### src/rtl/my_ep_tx_cpl_engine.sv
// ---------------------------------------------------------------------------
// my_ep_tx_cpl_engine
//
// Transmit half of the endpoint memory controller's completion path. A single
// outstanding completion request is latched. One DW is read from BAR memory
// and a Cpl (3 DW) or CplD (4 DW) TLP is sent on the 32-bit TRN TX interface.
// compl_done_o pulses for one cycle once the last beat has been accepted.
//
// Ports
//   clk, rst               clock, synchronous active-high reset
//   req_compl_i            1-cycle request strobe (honoured only when idle)
//   req_compl_with_data_i  1 = CplD, 0 = Cpl
//   req_tc/td/ep/attr_i    echoed into DW0
//   req_len_i              request length (only 1 DW is ever returned)
//   req_rid_i, req_tag_i   echoed into DW2
//   req_be_i               [3:0] first-DW byte enables, [7:4] unused
//   req_addr_i             request byte address
//   completer_id_i         {bus,dev,func} placed into DW1
//   compl_done_o           completion sent
//   rd_addr_o, rd_be_o     BAR memory read address / byte enables
//   rd_data_i              BAR memory read data, 1-cycle latency
//   trn_td, trn_tsof_n, trn_teof_n, trn_tsrc_rdy_n   TX beat outputs
//   trn_tdst_rdy_n, trn_tdst_dsc_n, trn_tbuf_av      TX core status
// ---------------------------------------------------------------------------
module my_ep_tx_cpl_engine #(
    parameter int ADDR_W   = 11,
    parameter int TBUF_MIN = 1
) (
    input  logic              clk,
    input  logic              rst,
    input  logic              req_compl_i,
    input  logic              req_compl_with_data_i,
    input  logic [2:0]        req_tc_i,
    input  logic              req_td_i,
    input  logic              req_ep_i,
    input  logic [1:0]        req_attr_i,
    input  logic [9:0]        req_len_i,
    input  logic [15:0]       req_rid_i,
    input  logic [7:0]        req_tag_i,
    input  logic [7:0]        req_be_i,
    input  logic [12:0]       req_addr_i,
    input  logic [15:0]       completer_id_i,
    output logic              compl_done_o,
    output logic [ADDR_W-1:0] rd_addr_o,
    output logic [3:0]        rd_be_o,
    input  logic [31:0]       rd_data_i,
    output logic [31:0]       trn_td,
    output logic              trn_tsof_n,
    output logic              trn_teof_n,
    output logic              trn_tsrc_rdy_n,
    input  logic              trn_tdst_rdy_n,
    input  logic              trn_tdst_dsc_n,
    input  logic [5:0]        trn_tbuf_av
);

    localparam logic [5:0] TBUF_MIN_L = 6'(TBUF_MIN);

    typedef enum logic [2:0] {
        S_IDLE, S_WAIT_BUF, S_DW0, S_DW1, S_DW2, S_DW3, S_DONE
    } state_t;

    state_t state, state_nxt;

    // Latched request fields (BE lives in rd_be_o, which is held anyway).
    logic        wd_q;
    logic [2:0]  tc_q;
    logic        td_q;
    logic        ep_q;
    logic [1:0]  attr_q;
    logic [15:0] rid_q;
    logic [7:0]  tag_q;
    logic [4:0]  la_q;      // req_addr[6:2]

    // Next values for the registered outputs.
    logic [31:0] td_nxt;
    logic        sof_n_nxt;
    logic        eof_n_nxt;
    logic        rdy_n_nxt;
    logic        done_nxt;
    logic        load_req;

    logic        beat_ok;
    logic [11:0] byte_cnt;
    logic [1:0]  lo2;
    logic [31:0] dw0, dw1, dw2, dw3;

    // Length is always 1 DW; the low address bits only matter through BE.
    logic unused_ok;
    assign unused_ok = ^{req_len_i, req_be_i[7:4], req_addr_i[1:0]};

    assign beat_ok = !trn_tsrc_rdy_n && !trn_tdst_rdy_n;

    // Byte count spans from the lowest to the highest enabled byte; a Cpl
    // without data and an all-zero BE both report 1.
    always_comb begin
        byte_cnt = 12'd1;
        if (wd_q) begin
            casez (rd_be_o)
                4'b1??1:                    byte_cnt = 12'd4;
                4'b01?1, 4'b1?10:           byte_cnt = 12'd3;
                4'b0011, 4'b0110, 4'b1100:  byte_cnt = 12'd2;
                default:                    byte_cnt = 12'd1;
            endcase
        end
    end

    // Lower address bits [1:0] come from the first enabled byte.
    always_comb begin
        casez (rd_be_o)
            4'b???1: lo2 = 2'd0;
            4'b??10: lo2 = 2'd1;
            4'b?100: lo2 = 2'd2;
            4'b1000: lo2 = 2'd3;
            default: lo2 = 2'd0;
        endcase
    end

    assign dw0 = {1'b0, (wd_q ? 2'b10 : 2'b00), 5'b01010, 1'b0, tc_q, 4'b0000,
                  td_q, ep_q, attr_q, 2'b00, (wd_q ? 10'd1 : 10'd0)};
    assign dw1 = {completer_id_i, 3'b000, 1'b0, byte_cnt};
    assign dw2 = {rid_q, tag_q, 1'b0, la_q, lo2};
    // Memory data is little-endian; TLP payload is byte-swapped.
    assign dw3 = {rd_data_i[7:0], rd_data_i[15:8], rd_data_i[23:16], rd_data_i[31:24]};

    always_comb begin
        state_nxt = state;
        td_nxt    = trn_td;
        sof_n_nxt = trn_tsof_n;
        eof_n_nxt = trn_teof_n;
        rdy_n_nxt = trn_tsrc_rdy_n;
        done_nxt  = 1'b0;
        load_req  = 1'b0;

        case (state)
            S_IDLE: begin
                if (req_compl_i) begin
                    load_req  = 1'b1;
                    state_nxt = S_WAIT_BUF;
                end
            end

            S_WAIT_BUF: begin
                if (trn_tbuf_av >= TBUF_MIN_L) begin
                    state_nxt = S_DW0;
                    td_nxt    = dw0;
                    sof_n_nxt = 1'b0;
                    eof_n_nxt = 1'b1;
                    rdy_n_nxt = 1'b0;
                end
            end

            S_DW0, S_DW1, S_DW2, S_DW3: begin
                if (!trn_tdst_dsc_n) begin
                    // Core dropped the frame: restart from DW0 with the same fields.
                    state_nxt = S_WAIT_BUF;
                    sof_n_nxt = 1'b1;
                    eof_n_nxt = 1'b1;
                    rdy_n_nxt = 1'b1;
                end else if (beat_ok) begin
                    case (state)
                        S_DW0: begin
                            state_nxt = S_DW1;
                            td_nxt    = dw1;
                            sof_n_nxt = 1'b1;
                            eof_n_nxt = 1'b1;
                        end
                        S_DW1: begin
                            state_nxt = S_DW2;
                            td_nxt    = dw2;
                            eof_n_nxt = !wd_q ? 1'b0 : 1'b1;
                        end
                        S_DW2: begin
                            if (wd_q) begin
                                state_nxt = S_DW3;
                                td_nxt    = dw3;
                                eof_n_nxt = 1'b0;
                            end else begin
                                state_nxt = S_DONE;
                                eof_n_nxt = 1'b1;
                                rdy_n_nxt = 1'b1;
                                done_nxt  = 1'b1;
                            end
                        end
                        default: begin
                            state_nxt = S_DONE;
                            eof_n_nxt = 1'b1;
                            rdy_n_nxt = 1'b1;
                            done_nxt  = 1'b1;
                        end
                    endcase
                end
            end

            S_DONE: state_nxt = S_IDLE;

            default: state_nxt = S_IDLE;
        endcase
    end

    always_ff @(posedge clk) begin
        if (rst) begin
            state          <= S_IDLE;
            trn_td         <= '0;
            trn_tsof_n     <= 1'b1;
            trn_teof_n     <= 1'b1;
            trn_tsrc_rdy_n <= 1'b1;
            compl_done_o   <= 1'b0;
            rd_addr_o      <= '0;
            rd_be_o        <= '0;
            wd_q           <= 1'b0;
            tc_q           <= '0;
            td_q           <= 1'b0;
            ep_q           <= 1'b0;
            attr_q         <= '0;
            rid_q          <= '0;
            tag_q          <= '0;
            la_q           <= '0;
        end else begin
            state          <= state_nxt;
            trn_td         <= td_nxt;
            trn_tsof_n     <= sof_n_nxt;
            trn_teof_n     <= eof_n_nxt;
            trn_tsrc_rdy_n <= rdy_n_nxt;
            compl_done_o   <= done_nxt;
            if (load_req) begin
                wd_q      <= req_compl_with_data_i;
                tc_q      <= req_tc_i;
                td_q      <= req_td_i;
                ep_q      <= req_ep_i;
                attr_q    <= req_attr_i;
                rid_q     <= req_rid_i;
                tag_q     <= req_tag_i;
                la_q      <= req_addr_i[6:2];
                rd_addr_o <= ADDR_W'(req_addr_i[12:2]);
                rd_be_o   <= req_be_i[3:0];
            end
        end
    end

endmodule

### config.mk
export PLATFORM = sky130hd
export DESIGN_NAME = my_ep_tx_cpl_engine
export DESIGN_NICKNAME = d
export VERILOG_FILES = /design/src/rtl/my_ep_tx_cpl_engine.sv
export SDC_FILE = /design/constraint.sdc
export NUM_CORES = 1
export LEC_CHECK = 0
export CAP_MARGIN = 40
export CORE_UTILIZATION = 37
export CTS_BUF_LIST = sky130_fd_sc_hd__clkbuf_8 sky130_fd_sc_hd__clkbuf_16
export DETAILED_ROUTE_END_ITERATION = 10
export PLACE_DENSITY = 0.76
export RECOVER_POWER = 25
export SYNTH_ARGS = -nofsm -noshare
export SYNTH_HDL_FRONTEND = slang
export SYNTH_SLANG_ARGS = --single-unit
### constraint.sdc
create_clock -name clk -period 2.2 [get_ports clk]
set_input_delay 0.33 -clock clk [delete_from_list [all_inputs] [get_ports clk]]
set_output_delay 0.33 -clock clk [all_outputs]
set_load 0.01 [all_outputs]
## Yosys cells after proc, flatten, opt, wreduce, memory -nomap -nowiden

Cells that the tools add are included.

| word-level totals | value |
|---|---|
| bits in registers | 91 |
| output and inout port bits | 51 |
| logic and storage cells | 97 |

| operators by class | value |
|---|---|
| bitwise operators | 3 |
| reductions and logical operators | 15 |
| magnitude comparators | 1 |
| muxes and demuxes | 38 |
| equal/unequal tests | 24 |

Operators with widths:

| operator | number |
|---|---|
| two-way mux 32 bit | 4 |
| case mux 32 bit (3 select lines) | 1 |
| case mux 32 bit (2 select lines) | 1 |
| case mux 3 bit (3 select lines) | 3 |
| two-way mux 1 bit | 15 |
| two-way mux 3 bit | 5 |
| equality test 3 bit, second input constant | 4 |
| != test 3 bit, second input constant | 4 |
| case mux 1 bit (2 select lines) | 6 |
| equality test 3 x 2 -> 1 bit, second input constant | 3 |
| equality test 4 bit, second input constant | 2 |
| != test 2 bit, second input constant | 4 |
| != test 4 bit, second input constant | 2 |
| OR reduction 4 bit | 2 |
| greater-or-equal comparator 6 x 1 -> 1 bit, second input constant | 1 |
| case mux 2 bit (3 select lines) | 1 |
| AND reduction 3 bit | 2 |
| AND reduction 6 bit | 1 |
| AND reduction 5 bit | 1 |
| equality test 2 bit, second input constant | 2 |
| equality test 4 x 2 -> 1 bit, second input constant | 1 |
| equality test 4 x 3 -> 1 bit, second input constant | 1 |
| two-way mux 2 bit | 2 |
| AND reduction 4 bit | 1 |
| 8 further kinds | 12 |

## Depth between registers and ports, before layout

| logic depth | value |
|---|---|
| depth after elaboration | 8 |
| mapped depth | 9 |
| gate-level depth less buffers | 7 |

## Worst setup path before layout

No wires, ideal clock.

| timing | value |
|---|---|
| path type | register -> register |
| from | register state[2] |
| to | register trn_td[13] |
| clock period less this slack | 2.317 ns |
| slack | -0.117 ns |
| arrival | 2.189 ns |
| cell stages (with the launch flop) | 10 |
| path buffers | 3 |
| path through | dfxtp_1 > inv_1 > ha_1 > clkbuf_1 > o22ai_1 > nor4_1 > buf_2 > buf_4 > mux2i_1 > nor2_1 |

| between the ends | value |
|---|---|
| longest elaborated chain between the ends | 5 |

Ends and longest elaborated chain:

| item | RTL line | source |
|---|---|---|
| from (decl) | 62 | `state_t state, state_nxt;` |
| from (signal assigned) | 219 | `state <= state_nxt;` |
| equality test 3 bit / equality test 3 x 2 -> 1 bit (equally long branches) | 134, 160 |  |
| case mux 32 bit (3 select lines) | 160 | `case (state)` |
| two-way mux 32 bit | 159 | `end else if (beat_ok) begin` |
| two-way mux 32 bit | 153 | `if (!trn_tdst_dsc_n) begin` |
| case mux 32 bit (2 select lines) | 134 | `case (state)` |
| to (signal assigned) | 220 | `trn_td <= td_nxt;` |
| to (decl) | 47 | `output logic [31:0] trn_td,` |

Parallel ways exist; a longest one is shown, timed or not. The select of a mux whose other input is x is not followed.
A chain may end at the register's enable or synchronous reset.

## Worst setup path after layout

| timing | value |
|---|---|
| from | register state[1] |
| to | register state[2] |

| between the ends | value |
|---|---|
| longest elaborated chain between the ends | 5 |

Ends and longest elaborated chain:

| item | RTL line |
|---|---|
| equality test 3 bit / equality test 3 x 2 -> 1 bit (equally long branches) | 134, 160 |
| case mux 3 bit (3 select lines) | 160 |
| two-way mux 3 bit | 159 |
| two-way mux 3 bit | 153 |
| case mux 3 bit (3 select lines) | 134 |

Parallel ways exist; a longest one is shown, timed or not. The select of a mux whose other input is x is not followed.

==> summary.md <==
| Metric | Value |
|---|---|
| CP max stage delay | `0.53 ns` |
| Worst path slowest cell | `or4_4` |
| Worst reg2reg path depth | `6` |
| Placed insts | `737` |
| Htree depth | `3` |
| Leakage | `2.25 nW` |
| Worst VDD drop | `0.000349 V` |
| WP depth | `6` |
| Worst Setup SP | `state[1]$_SDFFE_PP0P_` |
| Final min period | `1.99 ns` |
| Prevailing post-synth register cell | `dfxtp_1` |
| CP Class | `reg2reg` |
| Worst EP arrival | `2.27 ns` |
| Longest Clk Path Bufs | `2` |
| Ports | `173` |
| Worst-Margin Slew | `0.636 ns` |
| Starting density of the core | `0.383` |
| Post-Syn Area | `0.00375 mm^2` |
| Crit path launch type | `flop` |
| RSZ-0062 raised after global routing | `false` |
| Crit-path cells | `buf_4 -> nor3b_2 -> and4_4 -> or4_4 -> or3_1 -> a21oi_2` |
| Register area | `0.00172 mm^2` |
| Post-route insts no fill | `753` |
| Die height | `103 um` |
| Sequential area share after synthesis | `0.460` |
| Reg2reg start | `state[1]$_SDFFE_PP0P_` |
| Buffers on Ports | `156` |
| Top delay family on crit path | `simple AND/OR/NAND/NOR gates` |
| Clock sink total | `86` |
| Post-synth EDFFs | `0` |
| Initial antenna violation count | `0` |
| Worst-path clk slew | `0.09 ns` |
| Clk Latency, worst-skew pair | `0.35 ns` |
| Worst Setup End Kind | `flop` |
| Post-CTS Setup Repair Bufs | `0` |
| Synthesis Warnings | `0` |
| Vias per cell | `5.21` |
| Area of the die | `0.0105 mm^2` |
| Final Slew Violations | `0` |
| Largest net degree at the start of global routing | `48` |
| CTS root buffer | `clkbuf_8` |
| Antenna diode count | `0` |
| Cells after Synth | `461` |
| Post-route DRC | `0` |
| Status | `completed` |
| Synth Register Bits | `86` |
| R2R setup slack | `0.21 ns` |
| Pre-Repair DR Iteration Count | `4` |
| Final setup viols | `0` |
| PD cells | `758 mW/mm^2` |
| CTS tree | `done` |
| Slew HR | `0.572` |
| Clock Skew | `0.0107 ns` |
| Max cap viols | `0` |
| Wirelength, routed | `12000 um` |
| GP Congestion | `0.857` |
| Post-synth cell types | `47` |
| Detailed placer's ending HPWL | `8460 um` |
| Worst path bufs/invs | `1` |
| Synthesized area per cell | `8.13 um^2` |
| Worst r2r dst | `state[2]$_SDFFE_PP0P_` |
| Placed cell areas | `0.00555 mm^2` |
| First-pass GRT wire length | `18500 um` |
| DRT iter0 DRCs | `123` |
| Hold Vio Cnt, Final | `0` |
| Multi-input gate area | `0.00185 mm^2` |
| Final #Nets | `739` |
| Core footprint | `0.00977 mm^2` |
| Critical path required time | `2.48 ns` |
| Drt wl/cell | `15.9 um` |
| FFs w/ async S/R, synth | `0` |
| Tightest Hold Check Type | `in2reg` |
| Overall Global Routing Usage | `0.227` |
| Synth-to-layout area growth | `56.0%` |
| FILL cells | `877` |
| Rows | `36` |
| Max Freq | `502 MHz` |
| Vias in the first global route | `3874` |
| Worst setup path endpoint | `state[2]$_SDFFE_PP0P_` |
| Period utilization | `0.905` |
| Vias post-DR | `3921` |
| Syn nets | `585` |
| Die Wd | `103 um` |
| CTS buffer count | `9` |
| Final Instance Area | `0.00584 mm^2` |
| Layout cell share with drive strength beyond 1 | `0.0935` |
| Total grt overflow | `0` |
| Final antenna-violating net count | `0` |
| Max Fanout on Critical Path | `12` |
-- area by class of cell --
| class | count | share of cell area |
|---|---|---|
| clock buffers | 10 | 0.0236 |
| clock inverters | 6 | 0.0227 |
| inverters | 7 | 0.00450 |
| multi-input cells | 327 | 0.317 |
| flip-flops and latches | 86 | 0.295 |
| well taps | 133 | 0.0285 |
| repair buffers | 184 | 0.309 |
-- layer usage --
layer / track usage / wire (um) / vias to the layer above
met1: 0.274 / 5100 / 1841
met2: 0.395 / 5950 / 132
met3: 0.0475 / 691 / 17
li1: - / - / 1931
met5: 0 / 0 / -
met4: 0.0879 / 217 / 0
-- report_power, final --
| group | internal, W | switching [W] | total (W) |
|---|---|---|---|
| clock network | 0.000901 | 0.000577 | 0.00148 |
| logic | 0.000576 | 0.000583 | 0.00116 |
| registers | 0.00170 | 0.0000992 | 0.00179 |
-- placed cells by master, fill, tap and decap left out, types with 3 or more instances in the layout --
master,count
a21o_1,4
a21oi_1,71
a221oi_1,10
a22o_1,10
a22oi_1,13
buf_12,3
buf_4,25
bufinv_16,4
clkbuf_8,10
clkdlybuf4s50_1,121
dfxtp_1,85
dlygate4sd3_1,34
inv_1,8
mux2i_1,4
nand2_1,113
nand2b_1,5
nand3_1,3
nor2_1,21
nor3_1,5
nor3b_1,5
nor3b_2,3
o21ai_0,9
o2bb2ai_1,20
-- Yosys cell counts, types with 7 or more instances --
library cell	count	area, um^2
nand2_1	113	424
dfxtp_1	86	1720
a21oi_1	71	355
nor2_1	21	78.8
clkbuf_1	20	75.1
o2bb2ai_1	20	175
buf_2	14	70.1
a22oi_1	13	97.6
a221oi_1	10	87.6
a22o_1	10	87.6
o21ai_0	9	45.0
inv_1	7	26.3
nor3b_1	7	52.6
-- kinds of logic after synthesis --
group | count (synthesis) | synth area share
muxes | 4 | 0.0107
AOI/OAI and AO/OA | 154 | 0.272
DFF | 86 | 0.460
buffers and inverters | 48 | 0.0558
adders and majority gates | 2 | 0.00668
and+or+nand+nor | 167 | 0.196
-- flip-flops by register name, indices dropped and copies added (netlist names), 2 cells and up --
register   flops
trn_td        32
tag_q          8
rd_be_o        4
tc_q           3
state          3
rd_addr_o     11
attr_q         2
rid_q         16
-- what timing repair did --
item | in CTS | in global routing
setup endpoints to repair | 0 | 21
gates resized for setup | 0 | 3
hold buffers | 0 | 0
-- metrics by stage --
step                      TNS [ns]  setup slack (ns)  total power, W   util  hold slack (ns)
after global routing             0            0.0944         0.00465  0.598            0.382
after detailed placement  -0.00533          -0.00242         0.00299  0.568            0.445
final                            0             0.209         0.00443  0.598            0.377
after CTS                        0            0.0288         0.00445  0.596            0.366
after global placement           0            0.0492         0.00296  0.568            0.442
after floorplan                  0            0.0787         0.00242      -            0.436
-- how the worst min path moves through the flow --
stage | slack (ns) | start | endpoint | cells past startpoint
final | 0.38 | rst | rid_q[11]$_SDFFE_PP0P_ | 2
after global routing | 0.38 | rst | tc_q[0]$_SDFFE_PP0P_ | 2
after CTS | 0.37 | rst | rid_q[11]$_SDFFE_PP0P_ | 2
after detailed placement | 0.45 | trn_td[16]$_SDFFE_PP0P_ | trn_td[16]$_SDFFE_PP0P_ | 1
after global placement | 0.44 | tag_q[7]$_SDFFE_PP0P_ | tag_q[7]$_SDFFE_PP0P_ | 2
after floorplan | 0.44 | tag_q[0]$_SDFFE_PP0P_ | tag_q[0]$_SDFFE_PP0P_ | 2
No activity file was read; power rests on OpenSTA's default activity.
